<file path="config.mk">
export PLATFORM = sky130hd
export DESIGN_NAME = pong_game_flat
export DESIGN_NICKNAME = d
export VERILOG_FILES = /design/src/rtl/pong_pkg.sv /design/src/rtl/pong_if.sv /design/src/rtl/pong_paddle.sv /design/src/rtl/pong_game.sv /design/src/flat_wrapper.sv
export SDC_FILE = /design/constraint.sdc
export NUM_CORES = 1
export LEC_CHECK = 0
export BUFFER_PORTS_ARGS = -buffer_cell sky130_fd_sc_hd__buf_4
export CORE_UTILIZATION = 60
export CTS_CLUSTER_SIZE = 28
export DETAILED_ROUTE_END_ITERATION = 16
export PLACE_DENSITY = 0.81
export SYNTH_ARGS = -nofsm -noshare
export SYNTH_HDL_FRONTEND = slang
export SYNTH_SLANG_ARGS = --single-unit
</file>
<file path="constraint.sdc">
create_clock -name clk -period 5.6 [get_ports clk]
set_clock_uncertainty 0.15 [all_clocks]
set_input_delay 0.56 -clock clk [delete_from_list [all_inputs] [get_ports clk]]
set_output_delay 0.56 -clock clk [all_outputs]
set_load 0.02 [all_outputs]
</file>
<file path="src/rtl/pong_pkg.sv">
// Shared types and default geometry for the Pong game-state engine.
package pong_pkg;

    typedef enum logic [1:0] {
        SERVE = 2'd0,
        PLAY  = 2'd1,
        OVER  = 2'd2
    } game_state_t;

    localparam int DEF_H_RES        = 640;
    localparam int DEF_V_RES        = 480;
    localparam int DEF_PADDLE_W     = 8;
    localparam int DEF_PADDLE_H     = 64;
    localparam int DEF_PADDLE_X_L   = 16;
    localparam int DEF_PADDLE_X_R   = 616;
    localparam int DEF_BALL_SIZE    = 8;
    localparam int DEF_PADDLE_SPEED = 4;
    localparam int DEF_BALL_SPEED   = 2;
    localparam int DEF_SERVE_FRAMES = 60;
    localparam int DEF_SCORE_MAX    = 9;

    localparam int BALL_X_CENTRE   = DEF_H_RES / 2 - DEF_BALL_SIZE / 2;
    localparam int BALL_Y_CENTRE   = DEF_V_RES / 2 - DEF_BALL_SIZE / 2;
    localparam int PADDLE_Y_CENTRE = (DEF_V_RES - DEF_PADDLE_H) / 2;

endpackage

</file>
<file path="src/rtl/pong_if.sv">
// Per-frame game state handed from the engine to the renderer.
interface pong_if;
    logic [10:0]              ball_x;
    logic [10:0]              ball_y;
    logic [10:0]              pad_l_y;
    logic [10:0]              pad_r_y;
    logic [3:0]               score_l;
    logic [3:0]               score_r;
    pong_pkg::game_state_t    state;
    logic                     game_over;

    modport master (output ball_x, ball_y, pad_l_y, pad_r_y, score_l, score_r, state, game_over);
    modport slave  (input  ball_x, ball_y, pad_l_y, pad_r_y, score_l, score_r, state, game_over);
endinterface

</file>
<file path="src/rtl/pong_paddle.sv">
// One paddle: steps up/down once per frame tick, clamped to the screen.
module pong_paddle #(
    parameter int          V_RES    = 480,
    parameter int          PADDLE_H = 64,
    parameter int          SPEED    = 4,
    parameter logic [10:0] Y_INIT   = 11'd208
) (
    input  logic        clk,
    input  logic        rst_n,
    input  logic        up,
    input  logic        dn,
    input  logic        tick,
    input  logic        enable,
    input  logic        reload,
    output logic [10:0] y
);
    localparam logic [11:0] STEP  = 12'(SPEED);
    localparam logic [11:0] Y_MAX = 12'(V_RES - PADDLE_H);

    logic [10:0] y_reg, y_next;
    logic [11:0] y_w, y_dn;

    // Compare in 12 bits so the step can never wrap past either edge.
    always_comb begin
        y_next = y_reg;
        y_w    = {1'b0, y_reg};
        y_dn   = y_w + STEP;
        if (reload) begin
            y_next = Y_INIT;
        end else if (tick && enable && (up != dn)) begin
            if (up) y_next = (y_w < STEP) ? 11'd0 : y_reg - STEP[10:0];
            else    y_next = (y_dn > Y_MAX) ? Y_MAX[10:0] : y_dn[10:0];
        end
    end

    always_ff @(posedge clk or negedge rst_n) begin
        if (!rst_n) y_reg <= Y_INIT;
        else        y_reg <= y_next;
    end

    assign y = y_reg;
endmodule

</file>
<file path="src/rtl/pong_game.sv">
// Pong game-state engine: advances ball, paddles and scores once per vsync
// rising edge and runs the serve/play/game-over sequence.
module pong_game
    import pong_pkg::*;
#(
    parameter int H_RES        = DEF_H_RES,
    parameter int V_RES        = DEF_V_RES,
    parameter int PADDLE_W     = DEF_PADDLE_W,
    parameter int PADDLE_H     = DEF_PADDLE_H,
    parameter int PADDLE_X_L   = DEF_PADDLE_X_L,
    parameter int PADDLE_X_R   = DEF_PADDLE_X_R,
    parameter int BALL_SIZE    = DEF_BALL_SIZE,
    parameter int PADDLE_SPEED = DEF_PADDLE_SPEED,
    parameter int BALL_SPEED   = DEF_BALL_SPEED,
    parameter int SERVE_FRAMES = DEF_SERVE_FRAMES,
    parameter int SCORE_MAX    = DEF_SCORE_MAX
) (
    input  logic       clk,
    input  logic       rst_n,
    input  logic       vsync,
    input  logic [3:0] btn,
    input  logic       start,
    pong_if.master     game
);
    localparam int          CNT_W    = $clog2(SERVE_FRAMES + 1);
    localparam logic [CNT_W-1:0] CNT_INIT = CNT_W'(SERVE_FRAMES);
    localparam logic [10:0] BALL_X0  = 11'(H_RES / 2 - BALL_SIZE / 2);
    localparam logic [10:0] BALL_Y0  = 11'(V_RES / 2 - BALL_SIZE / 2);
    localparam logic [10:0] PAD_Y0   = 11'((V_RES - PADDLE_H) / 2);
    localparam logic [11:0] STEP     = 12'(BALL_SPEED);
    localparam logic [11:0] BSZ      = 12'(BALL_SIZE);
    localparam logic [11:0] PAD_H    = 12'(PADDLE_H);
    localparam logic [11:0] Y_LIMIT  = 12'(V_RES - BALL_SIZE);
    localparam logic [11:0] X_LIMIT  = 12'(H_RES - BALL_SIZE);
    localparam logic [11:0] FACE_L   = 12'(PADDLE_X_L + PADDLE_W);
    localparam logic [11:0] FACE_R   = 12'(PADDLE_X_R);
    localparam logic [11:0] HIT_R_X  = 12'(PADDLE_X_R - BALL_SIZE);
    localparam logic [3:0]  SCORE_TOP = 4'(SCORE_MAX);

    logic [3:0]  btn_s1, btn_s2;
    logic        start_s1, start_s2, start_d, vsync_d;
    logic        tick, start_rise, paddle_en, paddle_reload;

    game_state_t      state_reg, state_next;
    logic [CNT_W-1:0] serve_cnt_reg, serve_cnt_next;
    logic [10:0]      ball_x_reg, ball_x_next, ball_y_reg, ball_y_next;
    logic             dx_reg, dx_next, dy_reg, dy_next;   // 1 = increasing coordinate
    logic [3:0]       score_l_reg, score_l_next, score_r_reg, score_r_next;
    logic [10:0]      pad_y [2];

    logic [11:0] bx, by, nx, ny, pl, pr;
    logic        overlap_l, overlap_r, miss_l, miss_r;

    always_ff @(posedge clk or negedge rst_n) begin
        if (!rst_n) begin
            btn_s1   <= '0;
            btn_s2   <= '0;
            start_s1 <= 1'b0;
            start_s2 <= 1'b0;
            start_d  <= 1'b0;
            vsync_d  <= 1'b0;
        end else begin
            btn_s1   <= btn;
            btn_s2   <= btn_s1;
            start_s1 <= start;
            start_s2 <= start_s1;
            start_d  <= start_s2;
            vsync_d  <= vsync;
        end
    end

    assign tick          = vsync & ~vsync_d;
    assign start_rise    = start_s2 & ~start_d;
    assign paddle_en     = (state_reg != OVER);
    assign paddle_reload = (state_reg == OVER) && start_rise;

    // Side gi uses btn bits {dn, up} = {2*gi+1, 2*gi}.
    genvar gi;
    generate
        for (gi = 0; gi < 2; gi++) begin : g_paddle
            pong_paddle #(
                .V_RES    (V_RES),
                .PADDLE_H (PADDLE_H),
                .SPEED    (PADDLE_SPEED),
                .Y_INIT   (PAD_Y0)
            ) u_paddle (
                .clk    (clk),
                .rst_n  (rst_n),
                .up     (btn_s2[2*gi]),
                .dn     (btn_s2[2*gi+1]),
                .tick   (tick),
                .enable (paddle_en),
                .reload (paddle_reload),
                .y      (pad_y[gi])
            );
        end
    endgenerate

    assign bx        = {1'b0, ball_x_reg};
    assign by        = {1'b0, ball_y_reg};
    assign pl        = {1'b0, pad_y[0]};
    assign pr        = {1'b0, pad_y[1]};
    assign overlap_l = (by + BSZ > pl) && (by < pl + PAD_H);
    assign overlap_r = (by + BSZ > pr) && (by < pr + PAD_H);

    always_comb begin
        state_next     = state_reg;
        serve_cnt_next = serve_cnt_reg;
        ball_x_next    = ball_x_reg;
        ball_y_next    = ball_y_reg;
        dx_next        = dx_reg;
        dy_next        = dy_reg;
        score_l_next   = score_l_reg;
        score_r_next   = score_r_reg;
        miss_l         = 1'b0;
        miss_r         = 1'b0;
        nx             = '0;
        ny             = '0;
        case (state_reg)
            SERVE: if (tick) begin
                if (serve_cnt_reg == '0) state_next = PLAY;
                else                     serve_cnt_next = serve_cnt_reg - 1'b1;
            end
            PLAY: if (tick) begin
                if (dy_reg) begin
                    ny = by + STEP;
                    if (ny > Y_LIMIT) begin
                        ball_y_next = Y_LIMIT[10:0];
                        dy_next     = 1'b0;
                    end else begin
                        ball_y_next = ny[10:0];
                    end
                end else if (by < STEP) begin
                    ball_y_next = '0;
                    dy_next     = 1'b1;
                end else begin
                    ny          = by - STEP;
                    ball_y_next = ny[10:0];
                end
                if (!dx_reg) begin
                    nx = bx - STEP;
                    if (bx >= FACE_L && nx <= FACE_L && overlap_l) begin
                        ball_x_next = FACE_L[10:0];
                        dx_next     = 1'b1;
                    end else if (bx < STEP) begin
                        miss_l = 1'b1;
                    end else begin
                        ball_x_next = nx[10:0];
                    end
                end else begin
                    nx = bx + STEP;
                    if (bx + BSZ <= FACE_R && nx + BSZ >= FACE_R && overlap_r) begin
                        ball_x_next = HIT_R_X[10:0];
                        dx_next     = 1'b0;
                    end else if (nx > X_LIMIT) begin
                        miss_r = 1'b1;
                    end else begin
                        ball_x_next = nx[10:0];
                    end
                end
                // A miss keeps the ball's x; the serve goes toward whoever conceded.
                if (miss_l || miss_r) begin
                    if (miss_l && score_r_reg != SCORE_TOP) score_r_next = score_r_reg + 4'd1;
                    if (miss_r && score_l_reg != SCORE_TOP) score_l_next = score_l_reg + 4'd1;
                    if (score_l_next == SCORE_TOP || score_r_next == SCORE_TOP) begin
                        state_next = OVER;
                    end else begin
                        state_next     = SERVE;
                        ball_x_next    = BALL_X0;
                        ball_y_next    = BALL_Y0;
                        serve_cnt_next = CNT_INIT;
                        dx_next        = miss_r;
                    end
                end
            end
            OVER: if (start_rise) begin
                state_next     = SERVE;
                serve_cnt_next = CNT_INIT;
                ball_x_next    = BALL_X0;
                ball_y_next    = BALL_Y0;
                dx_next        = 1'b1;
                dy_next        = 1'b1;
                score_l_next   = '0;
                score_r_next   = '0;
            end
            default: state_next = SERVE;
        endcase
    end

    always_ff @(posedge clk or negedge rst_n) begin
        if (!rst_n) begin
            state_reg     <= SERVE;
            serve_cnt_reg <= CNT_INIT;
            ball_x_reg    <= BALL_X0;
            ball_y_reg    <= BALL_Y0;
            dx_reg        <= 1'b1;
            dy_reg        <= 1'b1;
            score_l_reg   <= '0;
            score_r_reg   <= '0;
        end else begin
            state_reg     <= state_next;
            serve_cnt_reg <= serve_cnt_next;
            ball_x_reg    <= ball_x_next;
            ball_y_reg    <= ball_y_next;
            dx_reg        <= dx_next;
            dy_reg        <= dy_next;
            score_l_reg   <= score_l_next;
            score_r_reg   <= score_r_next;
        end
    end

    assign game.ball_x    = ball_x_reg;
    assign game.ball_y    = ball_y_reg;
    assign game.pad_l_y   = pad_y[0];
    assign game.pad_r_y   = pad_y[1];
    assign game.score_l   = score_l_reg;
    assign game.score_r   = score_r_reg;
    assign game.state     = state_reg;
    assign game.game_over = (state_reg == OVER);
endmodule

</file>
<file path="src/flat_wrapper.sv">
// flat-port wrapper written by rule: the top's interface ports become plain ports
module pong_game_flat import pong_pkg::*;
#(
    parameter int H_RES        = DEF_H_RES,
    parameter int V_RES        = DEF_V_RES,
    parameter int PADDLE_W     = DEF_PADDLE_W,
    parameter int PADDLE_H     = DEF_PADDLE_H,
    parameter int PADDLE_X_L   = DEF_PADDLE_X_L,
    parameter int PADDLE_X_R   = DEF_PADDLE_X_R,
    parameter int BALL_SIZE    = DEF_BALL_SIZE,
    parameter int PADDLE_SPEED = DEF_PADDLE_SPEED,
    parameter int BALL_SPEED   = DEF_BALL_SPEED,
    parameter int SERVE_FRAMES = DEF_SERVE_FRAMES,
    parameter int SCORE_MAX    = DEF_SCORE_MAX
)
  (clk, rst_n, vsync, btn, start, game_ball_x, game_ball_y, game_pad_l_y, game_pad_r_y, game_score_l, game_score_r, game_state, game_game_over);
  pong_if game_i ();
  input  logic clk;
  input  logic rst_n;
  input  logic vsync;
  input  logic [3:0] btn;
  input  logic start;
  output wire logic [$bits(game_i.ball_x)-1:0] game_ball_x;
  output wire logic [$bits(game_i.ball_y)-1:0] game_ball_y;
  output wire logic [$bits(game_i.pad_l_y)-1:0] game_pad_l_y;
  output wire logic [$bits(game_i.pad_r_y)-1:0] game_pad_r_y;
  output wire logic [$bits(game_i.score_l)-1:0] game_score_l;
  output wire logic [$bits(game_i.score_r)-1:0] game_score_r;
  output wire logic [$bits(game_i.state)-1:0] game_state;
  output wire logic [$bits(game_i.game_over)-1:0] game_game_over;
  assign game_ball_x = game_i.ball_x;
  assign game_ball_y = game_i.ball_y;
  assign game_pad_l_y = game_i.pad_l_y;
  assign game_pad_r_y = game_i.pad_r_y;
  assign game_score_l = game_i.score_l;
  assign game_score_r = game_i.score_r;
  assign game_state = game_i.state;
  assign game_game_over = game_i.game_over;
  pong_game #(.H_RES(H_RES), .V_RES(V_RES), .PADDLE_W(PADDLE_W), .PADDLE_H(PADDLE_H), .PADDLE_X_L(PADDLE_X_L), .PADDLE_X_R(PADDLE_X_R), .BALL_SIZE(BALL_SIZE), .PADDLE_SPEED(PADDLE_SPEED), .BALL_SPEED(BALL_SPEED), .SERVE_FRAMES(SERVE_FRAMES), .SCORE_MAX(SCORE_MAX)) u_core (.clk(clk), .rst_n(rst_n), .vsync(vsync), .btn(btn), .start(start), .game(game_i));
endmodule
</file>
== Word level (Yosys, flattened, before mapping) ==
Cells that the tools add are included.

* Register bits: 74
* Bits in latches: 0
* Bits in writable memories: 0
* ROM bits: 0
* Bits of input ports: 8
* Output and inout port bits: 55
* Word-level logic and storage cells: 172
* Memories kept: 0

* $add $sub $neg: 16
* $mul: 0
* Div/mod/pow operators: 0
* Magnitude comparators: 16
* Eq/ne operators: 16
* Shifts and indexed selects: 0
* Muxes and demuxes: 80
* Bitwise logic cells: 4
* Reductions and logical operators: 24

{| class="wikitable"
|+ Operator list
! operator !! number
|-
| 11-bit 2-to-1 mux || 26
|-
| 4-bit 2-to-1 mux || 13
|-
| 11-bit case mux with 2 select lines || 2
|-
| 12-bit by 9-bit > comparator with 1-bit output, second input constant || 3
|-
| 6-bit 2-to-1 mux || 6
|-
| 11-bit by 2-bit adder with 12-bit output, second input constant || 2
|-
| 11-bit by 3-bit adder with 12-bit output, second input constant || 2
|-
| 11-bit by 4-bit adder with 12-bit output, second input constant || 2
|-
| 11-bit by 7-bit adder with 12-bit output, second input constant || 2
|-
| 12-bit by 11-bit > comparator with 1-bit output || 2
|-
| 11-bit by 12-bit less-than comparator with 1-bit output || 2
|-
| 11-bit by 2-bit less-than comparator with 1-bit output, second input constant || 2
|-
| 11-bit by 3-bit less-than comparator with 1-bit output, second input constant || 2
|-
| 11-bit by 3-bit subtractor with 11-bit output, second input constant || 2
|-
| 1-bit 2-to-1 mux || 21
|-
| 6-bit case mux with 3 select lines || 1
|-
| 4-bit case mux with 2 select lines || 2
|-
| 12-bit by 4-bit adder with 12-bit output, second input constant || 1
|-
| 12-bit by 10-bit >= comparator with 1-bit output, second input constant || 1
|-
| 12-bit by 10-bit > comparator with 1-bit output, second input constant || 1
|-
| 12-bit by 10-bit less-or-equal comparator with 1-bit output, second input constant || 1
|-
| 12-bit by 5-bit less-or-equal comparator with 1-bit output, second input constant || 1
|-
| 1-bit logical AND || 12
|-
| 2-bit 2-to-1 mux || 6
|-
| other kinds (25) || 41
|}

== Logic depth before layout (Yosys ltp) ==
* Word-level depth: 20
* Depth in mapped cells: 18
* Gate-level depth less buffers: 16

== By module ==
From an unflattened synthesis, not the netlist that was laid out.

* Cell total of the unflattened synthesis: 918
* Area total of the unflattened synthesis: 7260.7 µm²

{| class="wikitable"
|+ By module, submodules not included
! module !! times used !! cells each !! area an instance (µm²) !! sequential area each (µm²)
|-
| pong_game || 1 || 680 || 5361.4 || 1321.3
|-
| pong_paddle (u_core.g_paddle[1].u_paddle) || 1 || 119 || 973.4 || 229.0
|-
| pong_paddle (u_core.g_paddle[0].u_paddle) || 1 || 119 || 925.9 || 229.0
|}

== Worst setup path after synthesis ==
OpenSTA, ideal clock, no wires.

* Path type: register to register
* From: register u_core.ball_y_reg[3], in the netlist u_core.game.ball_y[3]
* To: register u_core.serve_cnt_reg[0]
* Setup time: 127 ps
* Data arrival time: 3799 ps
* Data required time: 5323 ps
* Path slack: 1524 ps
* Cell stages (with the launch flop): 17
* Buffers on the path: 1
* Period minus slack after synthesis: 4076 ps
* Path through: dfstp_2 -> clkbuf_1 -> and3_1 -> and3_1 -> xor2_1 -> ha_1 -> nand4_1 -> or3_1 -> o221ai_1 -> o221ai_1 -> nand4_1 -> a31o_4 -> nand3_1 -> mux2i_2 -> o31ai_2 -> a21o_4 -> mux2_1

* Cells in the longest elaborated chain, start to end: 17
* Elaborated cells on any way between the ends: 34
* Classes of those cells: 1 x add/sub; 4 x order compare; 4 x eq/ne; 16 x mux; 9 x reduce/logical

{| class="wikitable"
|+ RTL lines
! element !! line !! RTL
|-
| start, declared || pong_game.sv:46 || <nowiki>logic [10:0] ball_x_reg, ball_x_next, ball_y_reg, ball_y_next;</nowiki>
|-
| start signal, assigned || pong_game.sv:204 || <nowiki>ball_y_reg <= ball_y_next;</nowiki>
|-
| 11-bit by 4-bit adder with 12-bit output || pong_game.sv:103, pong_game.sv:104 ||
|-
| 12-bit by 11-bit > comparator with 1-bit output, on equally long branches || pong_game.sv:104, pong_game.sv:103 ||
|-
| 1-bit logical AND, on equally long branches || pong_game.sv:104, pong_game.sv:103 ||
|-
| 1-bit logical AND, on equally long branches || pong_game.sv:152, pong_game.sv:142 ||
|-
| 1-bit 2-to-1 mux, on equally long branches || pong_game.sv:152, pong_game.sv:142 ||
|-
| 1-bit 2-to-1 mux || pong_game.sv:140 || <nowiki>if (!dx_reg) begin</nowiki>
|-
| 1-bit 2-to-1 mux || pong_game.sv:124 || <nowiki>PLAY: if (tick) begin</nowiki>
|-
| 1-bit 2-to-1 mux || pong_game.sv:119 || <nowiki>case (state_reg)</nowiki>
|-
| 1-bit logical AND, on equally long branches || pong_game.sv:164, pong_game.sv:163 ||
|-
| 4-bit 2-to-1 mux, on equally long branches || pong_game.sv:164, pong_game.sv:163 ||
|-
| 4-bit 2-to-1 mux || pong_game.sv:162 || <nowiki>if (miss_l || miss_r) begin</nowiki>
|-
| 4-bit 2-to-1 mux || pong_game.sv:124 ||
|-
| 4-bit 2-to-1 mux || pong_game.sv:119 ||
|-
| 4-bit equality test || pong_game.sv:165 || <nowiki>if (score_l_next == SCORE_TOP || score_r_next == SCORE_TOP) begin</nowiki>
|-
| 1-bit logical OR || pong_game.sv:165 ||
|-
| 2-bit != test (no source line) || n/a ||
|-
| 7-bit AND reduction (no source line) * || n/a ||
|-
| end signal, assigned || pong_game.sv:202 || <nowiki>serve_cnt_reg <= serve_cnt_next;</nowiki>
|-
| end, declared || pong_game.sv:45 || <nowiki>logic [CNT_W-1:0] serve_cnt_reg, serve_cnt_next;</nowiki>
|}

Mark *: on every way between the ends. The rest lies on a longest branch, timed or not. The select of a mux whose other input is x is not followed.
A chain may end at the register's enable or synchronous reset.

== Final worst setup path ==
* From: register u_core.ball_y_reg[3], in the netlist u_core.game.ball_y[3]
* To: register u_core.ball_x_reg[9], in the netlist u_core.game.ball_x[9]

* Cells in the longest elaborated chain, start to end: 19
* Elaborated cells on any way between the ends: 38
* Classes of those cells: 1 x add/sub; 4 x order compare; 2 x eq/ne; 23 x mux; 8 x reduce/logical

{| class="wikitable"
|+ RTL lines
! element !! line !! RTL
|-
| 11-bit by 4-bit adder with 12-bit output || pong_game.sv:103, pong_game.sv:104 ||
|-
| 12-bit by 11-bit > comparator with 1-bit output, on equally long branches || pong_game.sv:104, pong_game.sv:103 ||
|-
| 1-bit logical AND, on equally long branches || pong_game.sv:104, pong_game.sv:103 ||
|-
| 1-bit logical AND, on equally long branches || pong_game.sv:152, pong_game.sv:142 ||
|-
| 1-bit 2-to-1 mux, on equally long branches || pong_game.sv:152, pong_game.sv:142 ||
|-
| 1-bit 2-to-1 mux || pong_game.sv:140 ||
|-
| 1-bit 2-to-1 mux || pong_game.sv:124 ||
|-
| 1-bit 2-to-1 mux || pong_game.sv:119 ||
|-
| (+3 left out) || n/a ||
|-
| 4-bit 2-to-1 mux || pong_game.sv:124 ||
|-
| 4-bit 2-to-1 mux || pong_game.sv:119 ||
|-
| 4-bit equality test || pong_game.sv:165 ||
|-
| 1-bit logical OR || pong_game.sv:165 ||
|-
| 11-bit 2-to-1 mux || pong_game.sv:165 ||
|-
| 11-bit 2-to-1 mux * || pong_game.sv:162 ||
|-
| 11-bit 2-to-1 mux * || pong_game.sv:124 ||
|-
| 11-bit case mux with 2 select lines * || pong_game.sv:119 ||
|-
| end signal, assigned || pong_game.sv:203 || <nowiki>ball_x_reg <= ball_x_next;</nowiki>
|-
| end, declared || pong_game.sv:46 ||
|}

Marks and branches as above.

==> impl_results.md <==
- Status: finished clean
- Layout cells sized above 1: 13.49%
- Pwr dens: 458.0 nW/µm²
- Vias per cell: 6.549
- Reg clk slew, reported paths: 0.09 ns
- Synthesized flop and latch total: 70
- Buffers on Ports: 58
- Synth Area in Compound Gates: 25.94%
- Final hold vios: 0
- Yosys cell types: 82
- Met1 Usage GRT: 43.20%
- Critical path class: reg -> reg
- Synth Area in XOR/XNOR: 5.602%
- Detailed Place HPWL: 14060 µm
- Die height: 107.9 µm
- Synthesized area: 6723 µm²
- Least-Margin Pin Slew: 0.8945 ns
- Met2 usage: 57.05%
- Commonest non-fill, non-tap cell in the layout: nand2_1
- Avg WL per Cell: 18.61 µm
- Synth Instances: 848
- R2R Setup Slk: 0.67 ns
- Max reg flops: 18
- Clk sink count: 70
- 1st-iter DRT viols: 586
- Core ar.: 10890 µm²
- Met3 global-route usage: 5.569%
- Fill count: 906
- CTS Buf Count: 9
- VDD IR-drop max: 0.3457 mV
- R2R Path Start: u_core.game.ball_y[3]
- Max Root-Sink Buffers: 2
- Worst R2R End: u_core.game.ball_x[9]
- Drt drc: 0
- Crit path to: u_core.game.ball_x[9]
- Antenna Nets Post-Route: 0
- Antenna diode count: 0
- Vias in the first global route: 6338
- Min Tclk post-route: 4.928 ns
- Root buf cell: clkbuf_8
- CP max FO: 14
- Setup WS post-layout: 0.6720 ns
- R2R cell count: 15
- Worst setup EP type: register
- Hold WC Path Type: in -> reg
- CP Launch Type: register
- FP Rows: 38
- Leakage: 3.264 nW
- Required time of the critical path: 5.72 ns
- Vias: 6693
- Final GP Congestion: 0.9867
- TritonCTS clock tree: yes
- WL final: 19020 µm
- Most frequent cells in the layout: nand2_1, ha_1, o21ai_0
- Main combinational cell family by area after synthesis: compound AO/OA/AOI/OAI gates
- Top_reg_cell synth: dfrtp_1
- First-pass GRT wire length: 30980 µm
- Worst slew margin: 40.37%
- Post-Synth Adder-Cell Area: 12.28%
- GRT overflow: 0
- MaxCap Viol Count: 0
- Unrepaired setup endpoints after global routing: false
- Sequential share of the synthesized area: 26.47%
- H-tree levels: 3
- Initial antenna violation count: 0
- Die span in x: 107.9 µm
- Largest net degree at the start of global routing: 71
- Post-CTS resize count: 0
- Area delta synth->final: 9.939%
- Fmax: 202.9 MHz
- Post-synth EDFFs: 0
- IO Pins: 63
- Post-CTS Setup Inserts: 0
- Post-synthesis mux area share: 1.526%
- Ys Warns: 0
- Final Cycle Share: 88.00%
- TNS Setup: 0 ns
- CP Data Arrival Time: 5.05 ns
- Pre-CTS setup slack: 0.8328 ns
- Starting Density: 61.74%
- Max-slew violations: 0
- Average size of a mapped cell: 7.928 µm²
- GRT Total Usage: 34.00%
- Synth Area in Simple Gates: 21.57%
- DRT Pass-1 Iters: 10
- Async SR Flop Fraction: 100.0%
- # nets final: 951
- GRT busiest layer: met2
- Final Setup Violations: 0
- Clock latency on the worst-skew pair: 0.38 ns
- Critical Path Source: u_core.game.ball_y[3]
- Hold-fix buffers, CTS: 0
- Die footprint: 11630 µm²
- Worst Hold Launch: start
==> how the worst min path moves through the flow <==
stage          slack (ns)  cells past startpoint          endpoint
2_1_floorplan        0.11                      0  u_core.btn_s1[0]
3_5_place_dp         0.19                      0  u_core.btn_s2[3]
3_3_place_gp         0.19                      0  u_core.btn_s2[0]
6_report             0.13                      1   u_core.start_s1
5_1_grt              0.11                      1  u_core.btn_s1[1]
4_1_cts              0.12                      1  u_core.btn_s1[0]
==> metrics by stage <==
| stage | util (%) | hold slack (ns) | instance area [µm²] | total power [W] | cells |
|---|---|---|---|---|---|
| 3_5_place_dp | 65.79 | 0.1879 | 7163 | 0.002849 | 1006 |
| 5_1_grt | 67.88 | 0.1135 | 7391 | 0.003659 | 1022 |
| 3_3_place_gp | 65.79 | 0.1867 | 7163 | 0.002788 | 1006 |
| 2_1_floorplan | - | 0.1144 | 6734 | 0.002291 | 851 |
| 6_report | 67.88 | 0.1292 | 7391 | 0.003385 | 1022 |
| 4_1_cts | 67.88 | 0.1165 | 7391 | 0.003358 | 1022 |
==> cells in the mapped netlist, types with 8 or more instances <==
| cell type | number | area [µm²] |
|---|---|---|
| nand2_1 | 77 | 289.0 |
| ha_1 | 66 | 825.8 |
| o21ai_0 | 65 | 325.3 |
| inv_1 | 60 | 225.2 |
| a21oi_1 | 54 | 270.3 |
| nor2_1 | 51 | 191.4 |
| dfrtp_1 | 48 | 1201 |
| nand3_1 | 39 | 195.2 |
| clkbuf_1 | 33 | 123.9 |
| xnor2_1 | 30 | 262.8 |
| nor3_1 | 29 | 145.1 |
| dfstp_2 | 22 | 578.1 |
| and3_1 | 17 | 106.4 |
| nand4_1 | 14 | 87.58 |
| a211oi_1 | 13 | 97.59 |
| xor2_1 | 13 | 113.9 |
| a22oi_1 | 12 | 90.09 |
| o31ai_1 | 12 | 90.09 |
| nor2b_1 | 11 | 68.82 |
| a21o_1 | 10 | 75.07 |
| a31oi_1 | 10 | 62.56 |
| nand3b_1 | 8 | 60.06 |
| or3_1 | 8 | 50.05 |
==> metal layers <==
| metal | wire length [µm] | share of wire [%] | up-vias |
|---|---|---|---|
| met1 | 7993 | 42 | 3147 |
| met3 | 1449 | 7.6 | 46 |
| met2 | 9105 | 48 | 336 |
| met4 | 467 | 2.5 | 0 |
| li1 | - | - | 3164 |
| met5 | 0 | 0 | - |
==> cells by family after synthesis <==
| family | count (synthesis) |
|---|---|
| xor+xnor | 43 |
| other cells | 1 |
| fa+ha+maj | 66 |
| mux | 9 |
| buf+inv | 109 |
| compound gates | 260 |
| simple gates | 290 |
| flops | 70 |
==> report_power, final <==
part / internal (W) / leakage (nW) / switching [W]
clock: 0.000257 / 0.115 / 0.000233
combinational: 0.000805 / 2.30 / 0.00116
sequential: 0.000654 / 0.851 / 0.000273
==> layout make-up <==
class                           instances  area [µm²]  share of cell area [%]
Tap cell                              140       175.2                   2.370
Multi-Input combinational cell        672        4514                   61.08
Sequential cell                        70        1779                   24.07
Clock inverter                          7       103.9                   1.405
Inverter                               63       236.5                   3.200
Clock buffer                            9       123.9                   1.676
Timing Repair Buffer                   61       457.9                   6.196
==> critical path, cell delays in order (launching register included) <==
cell and delay [ns]:
dfstp_2 0.69, ha_1 0.33, nand3_1 0.12, xnor2_1 0.34, ha_1 0.34, a21oi_1 0.17, o21ai_0 0.10, a221oi_1 0.27
o221ai_1 0.22, nand4_1 0.17, a31o_4 0.15, nand2_1 0.27, a21boi_0 0.38, o31a_1 0.63, nor2_2 0.19, a32o_1 0.29
Power figures use the tool's default switching activity.
